==> src/rtl/packet_writer_pkg.sv <==
// Shared definitions for the receive-side packet writer: widths, FSM encoding
// and the helper that left-justifies a partial final octet.
package packet_writer_pkg;

   localparam int unsigned BLE_MEM_DATA   = 8;
   localparam int unsigned BLE_MEM_ADDR   = 8;
   localparam int unsigned BLE_OCTET_BITS = 8;

   typedef enum logic [1:0] {
      PW_IDLE  = 2'd0,
      PW_RX    = 2'd1,
      PW_FLUSH = 2'd2,
      PW_DONE  = 2'd3
   } pw_state_e;

   // Move the k most recent bits (held in sh[k-1:0]) to the top of the octet
   // and zero-fill below them. Older bits above position k-1 fall off the top.
   function automatic logic [7:0] left_justify(input logic [7:0] sh, input logic [2:0] k);
      logic [3:0] amt;
      amt = 4'd8 - {1'b0, k};
      return sh << amt;
   endfunction

endpackage

==> src/rtl/packet_writer_sym_deserializer.sv <==
// Bit-serial to octet assembler: MSB-first shift register plus a modulo-8
// bit counter. Exposes the byte that the current strobe would complete and
// the bit count after the current strobe, so the parent can act in the same
// cycle.
module packet_writer_sym_deserializer (
   input  logic       clk,
   input  logic       rst_n,
   input  logic       clr_i,
   input  logic       en_i,
   input  logic       bitVld_i,
   input  logic       bitVal_i,
   output logic       byteRdy_o,
   output logic [7:0] byteNext_o,
   output logic [7:0] shift_o,
   output logic [2:0] fragCnt_o,
   output logic [2:0] cntNext_o
);

   logic [7:0] shift_q, shift_d;
   logic [2:0] cnt_q, cnt_d;
   logic       take;

   assign take       = en_i && bitVld_i;
   assign byteNext_o = {shift_q[6:0], bitVal_i};
   assign cntNext_o  = take ? (cnt_q + 3'd1) : cnt_q;
   assign byteRdy_o  = take && (cnt_q == 3'd7);
   assign shift_o    = shift_q;
   assign fragCnt_o  = cnt_q;

   // Next-state: clear on packet start, otherwise shift in accepted bits.
   always_comb begin
      shift_d = shift_q;
      cnt_d   = cnt_q;
      if (clr_i) begin
         shift_d = '0;
         cnt_d   = '0;
      end else if (take) begin
         shift_d = byteNext_o;
         cnt_d   = cntNext_o;
      end
   end

   // Shift register and bit counter state.
   always_ff @(posedge clk or negedge rst_n) begin
      if (!rst_n) begin
         shift_q <= '0;
         cnt_q   <= '0;
      end else begin
         shift_q <= shift_d;
         cnt_q   <= cnt_d;
      end
   end

endmodule

==> src/rtl/packet_writer.sv <==
// Receive packet writer: assembles demodulated bits into octets, writes them
// to packet memory from address 0 with a capacity check, flushes a partial
// final octet left-justified, and latches length/fragment/done for the
// controller until the next reset.
module packet_writer
   import packet_writer_pkg::*;
#(
   parameter int unsigned MEM_DATA = BLE_MEM_DATA,
   parameter int unsigned MEM_ADDR = BLE_MEM_ADDR
) (
   input  logic                clk,
   input  logic                ready,
   input  logic                symValid,
   input  logic                symVal,
   input  logic                symStart,
   input  logic                symEnd,
   input  logic [MEM_ADDR-1:0] mem_size,
   output logic [MEM_ADDR-1:0] mem_addr,
   output logic [MEM_DATA-1:0] mem_wdata,
   output logic                mem_we,
   output logic [MEM_ADDR-1:0] pktLen,
   output logic [2:0]          fragBits,
   output logic                overflow,
   output logic                packetDone
);

   pw_state_e           state_q;
   logic [MEM_ADDR-1:0] mem_addr_q;
   logic [MEM_DATA-1:0] mem_wdata_q;
   logic                mem_we_q;
   logic [MEM_ADDR-1:0] pktLen_q;
   logic [2:0]          fragBits_q;
   logic                overflow_q;
   logic                packetDone_q;

   logic                desClr;
   logic                desEn;
   logic                byteRdy;
   logic [7:0]          byteNext;
   logic [7:0]          shiftNow;
   logic [2:0]          fragCnt;
   logic [2:0]          cntNext;
   logic                memFull;

   assign desClr  = (state_q == PW_IDLE) && symStart;
   assign desEn   = (state_q == PW_RX);
   assign memFull = (pktLen_q == mem_size);

   packet_writer_sym_deserializer u_des (
      .clk        (clk),
      .rst_n      (ready),
      .clr_i      (desClr),
      .en_i       (desEn),
      .bitVld_i   (symValid),
      .bitVal_i   (symVal),
      .byteRdy_o  (byteRdy),
      .byteNext_o (byteNext),
      .shift_o    (shiftNow),
      .fragCnt_o  (fragCnt),
      .cntNext_o  (cntNext)
   );

   // Packet FSM with registered memory port and status outputs.
   always_ff @(posedge clk or negedge ready) begin
      if (!ready) begin
         state_q      <= PW_IDLE;
         mem_addr_q   <= '0;
         mem_wdata_q  <= '0;
         mem_we_q     <= 1'b0;
         pktLen_q     <= '0;
         fragBits_q   <= '0;
         overflow_q   <= 1'b0;
         packetDone_q <= 1'b0;
      end else begin
         mem_we_q <= 1'b0;
         case (state_q)
            PW_IDLE: begin
               if (symStart) begin
                  state_q <= PW_RX;
               end
            end
            PW_RX: begin
               // A completed octet is written (or dropped) before end-of-packet
               // is considered; the end decision uses the post-strobe count.
               if (byteRdy) begin
                  if (!memFull) begin
                     mem_we_q    <= 1'b1;
                     mem_addr_q  <= pktLen_q;
                     mem_wdata_q <= byteNext;
                     pktLen_q    <= pktLen_q + 1'b1;
                  end else begin
                     overflow_q  <= 1'b1;
                  end
               end
               if (symEnd) begin
                  if (cntNext == 3'd0) begin
                     state_q      <= PW_DONE;
                     fragBits_q   <= 3'd0;
                     packetDone_q <= 1'b1;
                  end else begin
                     state_q      <= PW_FLUSH;
                  end
               end
            end
            PW_FLUSH: begin
               if (!memFull) begin
                  mem_we_q    <= 1'b1;
                  mem_addr_q  <= pktLen_q;
                  mem_wdata_q <= left_justify(shiftNow, fragCnt);
                  pktLen_q    <= pktLen_q + 1'b1;
               end else begin
                  overflow_q  <= 1'b1;
               end
               fragBits_q   <= fragCnt;
               packetDone_q <= 1'b1;
               state_q      <= PW_DONE;
            end
            default: begin
               // PW_DONE: everything frozen until reset.
            end
         endcase
      end
   end

   assign mem_addr   = mem_addr_q;
   assign mem_wdata  = mem_wdata_q;
   assign mem_we     = mem_we_q;
   assign pktLen     = pktLen_q;
   assign fragBits   = fragBits_q;
   assign overflow   = overflow_q;
   assign packetDone = packetDone_q;

endmodule

==> config.mk <==
export PLATFORM = sky130hd
export DESIGN_NAME = packet_writer
export DESIGN_NICKNAME = d
export VERILOG_FILES = /design/src/rtl/packet_writer_pkg.sv /design/src/rtl/packet_writer_sym_deserializer.sv /design/src/rtl/packet_writer.sv
export SDC_FILE = /design/constraint.sdc
export NUM_CORES = 1
export LEC_CHECK = 0
export ABC_CLOCK_PERIOD_IN_PS = 6200
export CELL_PAD_IN_SITES_DETAIL_PLACEMENT = 0
export CELL_PAD_IN_SITES_GLOBAL_PLACEMENT = 1
export CORE_MARGIN = 4
export CORE_UTILIZATION = 46
export CTS_BUF_LIST = sky130_fd_sc_hd__clkbuf_8
export DETAILED_ROUTE_END_ITERATION = 12
export GPL_ROUTABILITY_DRIVEN = 0
export HOLD_SLACK_MARGIN = 0.02
export PLACE_DENSITY_LB_ADDON = 0.08
export SLEW_MARGIN = 20
export SYNTH_ARGS = -nofsm -noshare
export SYNTH_HDL_FRONTEND = slang
export SYNTH_SLANG_ARGS = --single-unit
==> constraint.sdc <==
create_clock -name clk -period 6.2 [get_ports clk]
set_input_delay 0.93 -clock clk [delete_from_list [all_inputs] [get_ports clk]]
set_output_delay 0.93 -clock clk [all_outputs]
set_load 0.02 [all_outputs]
==> qor.log <==
INFO  place          dp_hpwl=3600µm
INFO  final_layout   finalNetCount=280
INFO  sta            unrepaired_setup_endpoints_after_global_routing=no
INFO  sta            setup_viol=0
INFO  sta            setup_total_negative_slack=0ps
INFO  worst_setup_path timing_worst_setup_path_type=primary input to flop
INFO  floorplanning  i_o_pins=44
INFO  place          port-buffer-count=43
INFO  worst_setup_path crit_arrival=2710ps
INFO  worst_setup_path worstPathCellList=clkdlybuf4s50_1 > xnor2_1 > nand4_2 > o211ai_4 > mux2_2
INFO  worst_setup_path critPathTopFamily=compound AO/OA/AOI/OAI gates
INFO  worst_setup_path critical_path.n_buffers_inverters=1
INFO  detailed_routing drt_pre_antenna_iters=4
INFO  worst_setup_path critical-path-slowest-cell=sky130_fd_sc_hd__o211ai_4
INFO  sta            fmax=396MHz
INFO  detailed_routing iter_0_drt_violations=139
INFO  worst_setup_path timing.critical_path.required=6390ps
INFO  clocking       clock_insertion_delay_worst_skew=300ps
INFO  clocking       path_clk_slew=80ps
INFO  pwr            total_power=1.44mW
INFO  logic_synthesis syn-cell-area=0.00239mm²
INFO  worst_setup_path r2r_start=u_des.fragCnt_o[0]$_DFFE_PN0P_
INFO  pwr            powerDensity=495mW/mm²
INFO  sta            max_slew.worst_pin.slew=773ps
INFO  detailed_routing wire_per_inst=15.5µm
INFO  worst_hold_path hold_path_class=flop to flop
INFO  sta            timing.final.crit_share=0.407
INFO  worst_setup_path worst_setup_path_start_kind=primary input
INFO  detailed_routing vias_per_cell=5.45
INFO  floorplanning  die_width=80.1µm
INFO  logic_synthesis ys_types=46
INFO  logic_synthesis syn_inst=220
INFO  pwr            peakVddDrop=0.280mV
INFO  logic_synthesis synth_edf_count=0
INFO  logic_synthesis post_synthesis_net_count=243
INFO  worst_hold_path worstHoldStart=packetDone$_DFFE_PN0P_
INFO  logic_synthesis synth_warn=0
INFO  sta            slew_viol_final=0
INFO  final_layout   insertedDiodeCount=0
INFO  worst_setup_path timing.critical_path.to_type=flop
INFO  sta            whs=472ps
INFO  clocking       post_cts_hold_buffer_count=0
INFO  worst_hold_path min_path_cells=1
INFO  clocking       clock_tree_sinks=43
INFO  logic_synthesis yosys.cell_count.top_type=sky130_fd_sc_hd__dfrtp_1
INFO  sta            finClkSkew=5.59ps
INFO  floorplanning  core_region_area=0.00488mm²
INFO  logic_synthesis synth-seq-area-share=0.450
INFO  logic_synthesis synth_commonest_cells=sky130_fd_sc_hd__dfrtp_1 (43), sky130_fd_sc_hd__nand2_1 (14), sky130_fd_sc_hd__o21ai_0 (12)
INFO  floorplanning  row_count=25
INFO  global_routing grt_remaining_overflow=0
INFO  worst_setup_path crit_path_max_fanout=16
INFO  logic_synthesis syn_area_per_cell=10.9µm²
INFO  worst_setup_path slowest_delay=580ps
INFO  detailed_routing drcViolationCount=0
INFO  floorplanning  die_span_y=80.1µm
INFO  sta            max-slew-margin-rel=0.485
INFO  global_routing global_route.usage.total=0.173
INFO  sta            timing.final.hold_violations=0
INFO  clocking       cts_repair_resize_count=0
INFO  logic_synthesis asyncSetResetFlopFracSynth=1.00
INFO  detailed_routing vias=1771
INFO  logic_synthesis post_synth_main_area_contributors=sky130_fd_sc_hd__dfrtp_1 (45%), sky130_fd_sc_hd__ha_1 (4.7%), sky130_fd_sc_hd__mux2_4 (4.4%)
INFO  worst_setup_path worst-r2r-setup-slack=3710ps
INFO  run            max_cap_violations=0
INFO  floorplanning  die_footprint=0.00641mm²
INFO  pwr            reported_leakage_power=1.27nW
INFO  worst_hold_path hold_end=packetDone$_DFFE_PN0P_
INFO  logic_synthesis postSynth.topFlopCell=sky130_fd_sc_hd__dfrtp_1
INFO  global_routing largest_net_degree_at_the_start_of_global_routing=44
INFO  final_layout   final_util=0.595
INFO  logic_synthesis synth_largest_type_area_fraction=0.450
INFO  worst_setup_path ff2ff_path_depth=7
INFO  worst_setup_path worstReg2RegEnd=fragBits[1]$_DFFE_PN0P_
INFO  clocking       clock_tree.htree_level_count=2
INFO  run_status     run_status=finished clean
INFO  floorplanning  initial_utilization=0.490
INFO  final_layout   layout-drive-gt1-share=0.116
INFO  detailed_routing routed_wirelength=5040µm
INFO  global_routing grt_antenna_before_repair=0
INFO  global_routing first_global_vias=1834
INFO  clocking       cts_buffers=5
INFO  sta            post-route-min-period=2520ps
INFO  final_layout   area_growth=21.6%
INFO  logic_synthesis post-synth-top-area-cell=sky130_fd_sc_hd__dfrtp_1
INFO  logic_synthesis synth_seq_cells=43
INFO  detailed_routing drt.antenna.violating_nets=0
INFO  clocking       clockRootBuffer=sky130_fd_sc_hd__clkbuf_8
INFO  clocking       cts_tree=built
INFO  clocking       cts_buffer_depth=2
INFO  clocking       postCtsSetupRepairBufs=0
INFO  global_routing first_pass_grt_wire_length=8740µm
==> worst max-delay path by stage <==
stage | endpoint | slack (ps) | cells past startpoint | from
after floorplan | mem_addr[2]$_DFFE_PN0P_ | 4040 | 5 | mem_size[2]
after global placement | mem_addr[0]$_DFFE_PN0P_ | 3370 | 5 | mem_size[2]
after detailed placement | mem_addr[0]$_DFFE_PN0P_ | 3340 | 5 | mem_size[2]
after CTS | mem_addr[0]$_DFFE_PN0P_ | 3660 | 5 | mem_size[2]
after global routing | fragBits[2]$_DFFE_PN0P_ | 3520 | 7 | u_des.fragCnt_o[0]$_DFFE_PN0P_
final | mem_addr[0]$_DFFE_PN0P_ | 3680 | 5 | mem_size[2]
==> final cells by class <==
cell class	instances	area (µm²)
Clock inverter	3	16.3
Inverter	11	41.3
Sequential cell	43	1080
Fill cell	449	1970
Timing Repair Buffer	44	445
Tap cell	67	83.8
Multi-Input combinational cell	152	1170
Clock buffer	5	68.8
==> layer usage <==
layer,up-vias,global-route usage,wire length [µm]
li1,862,-,-
met1,855,0.239,2350
met2,48,0.269,2420
met3,6,0.0359,205
met4,0,0.0642,65
met5,-,0,0
==> placed cells by master (no fill, tap or decap), drive strengths merged, types with 2 or more instances in the layout <==
master,Yosys,routed
a211o,2,2
a211oi,2,2
a21boi,2,2
a21o,2,2
a21oi,6,6
a22o,11,11
a2bb2oi,2,2
a31oi,3,3
a32o,2,2
a32oi,2,2
and2,2,2
buf,10,2
clkbuf,4,5
clkdlybuf4s50,0,42
dfrtp,43,43
ha,9,9
inv,11,12
mux2,14,14
mux2i,5,5
nand2,15,15
nand2b,4,4
nand3,8,8
nand4,4,4
nor2,8,8
nor2b,2,2
nor3,5,5
o211ai,3,3
o21ai,14,14
o221ai,2,2
xnor2,11,11
xor2,5,5
==> flip-flops by register name, indices dropped and copies added, names as in the netlist <==
name and flops:
fragBits 3, u_des.shift_o 8, mem_wdata 8, pktLen 8
mem_we 1, mem_addr 8, packetDone 1, u_des.fragCnt_o 3
overflow 1, state_q 2
==> stage by stage <==
| step | cells | worst slack [ps] | instance area [µm²] |
|---|---|---|---|
| after floorplan | 220 | 4040 | 2390 |
| after global routing | 325 | 3520 | 2910 |
| after CTS | 324 | 3660 | 2890 |
| after detailed placement | 316 | 3340 | 2800 |
| after global placement | 316 | 3370 | 2800 |
| final | 325 | 3680 | 2910 |
==> cells by family (layout without fill, tap and decap cells) <==
| kind of cell | Yosys count | after routing | synth area share |
|---|---|---|---|
| buffers and inverters | 25 | 63 | 0.0586 |
| DFF | 43 | 43 | 0.450 |
| xor gates and xnor gates | 16 | 16 | 0.0586 |
| muxes | 19 | 19 | 0.0979 |
| and+or+nand+nor | 53 | 53 | 0.117 |
| adders and majority gates | 9 | 9 | 0.0471 |
| AOI/OAI and AO/OA | 55 | 55 | 0.171 |
==> report_power, final <==
group          internal, mW  switching, mW
logic                 0.367          0.412
clock network        0.0772         0.0978
registers             0.373          0.112
total                 0.817          0.622
No activity file was read; power rests on OpenSTA's default activity.
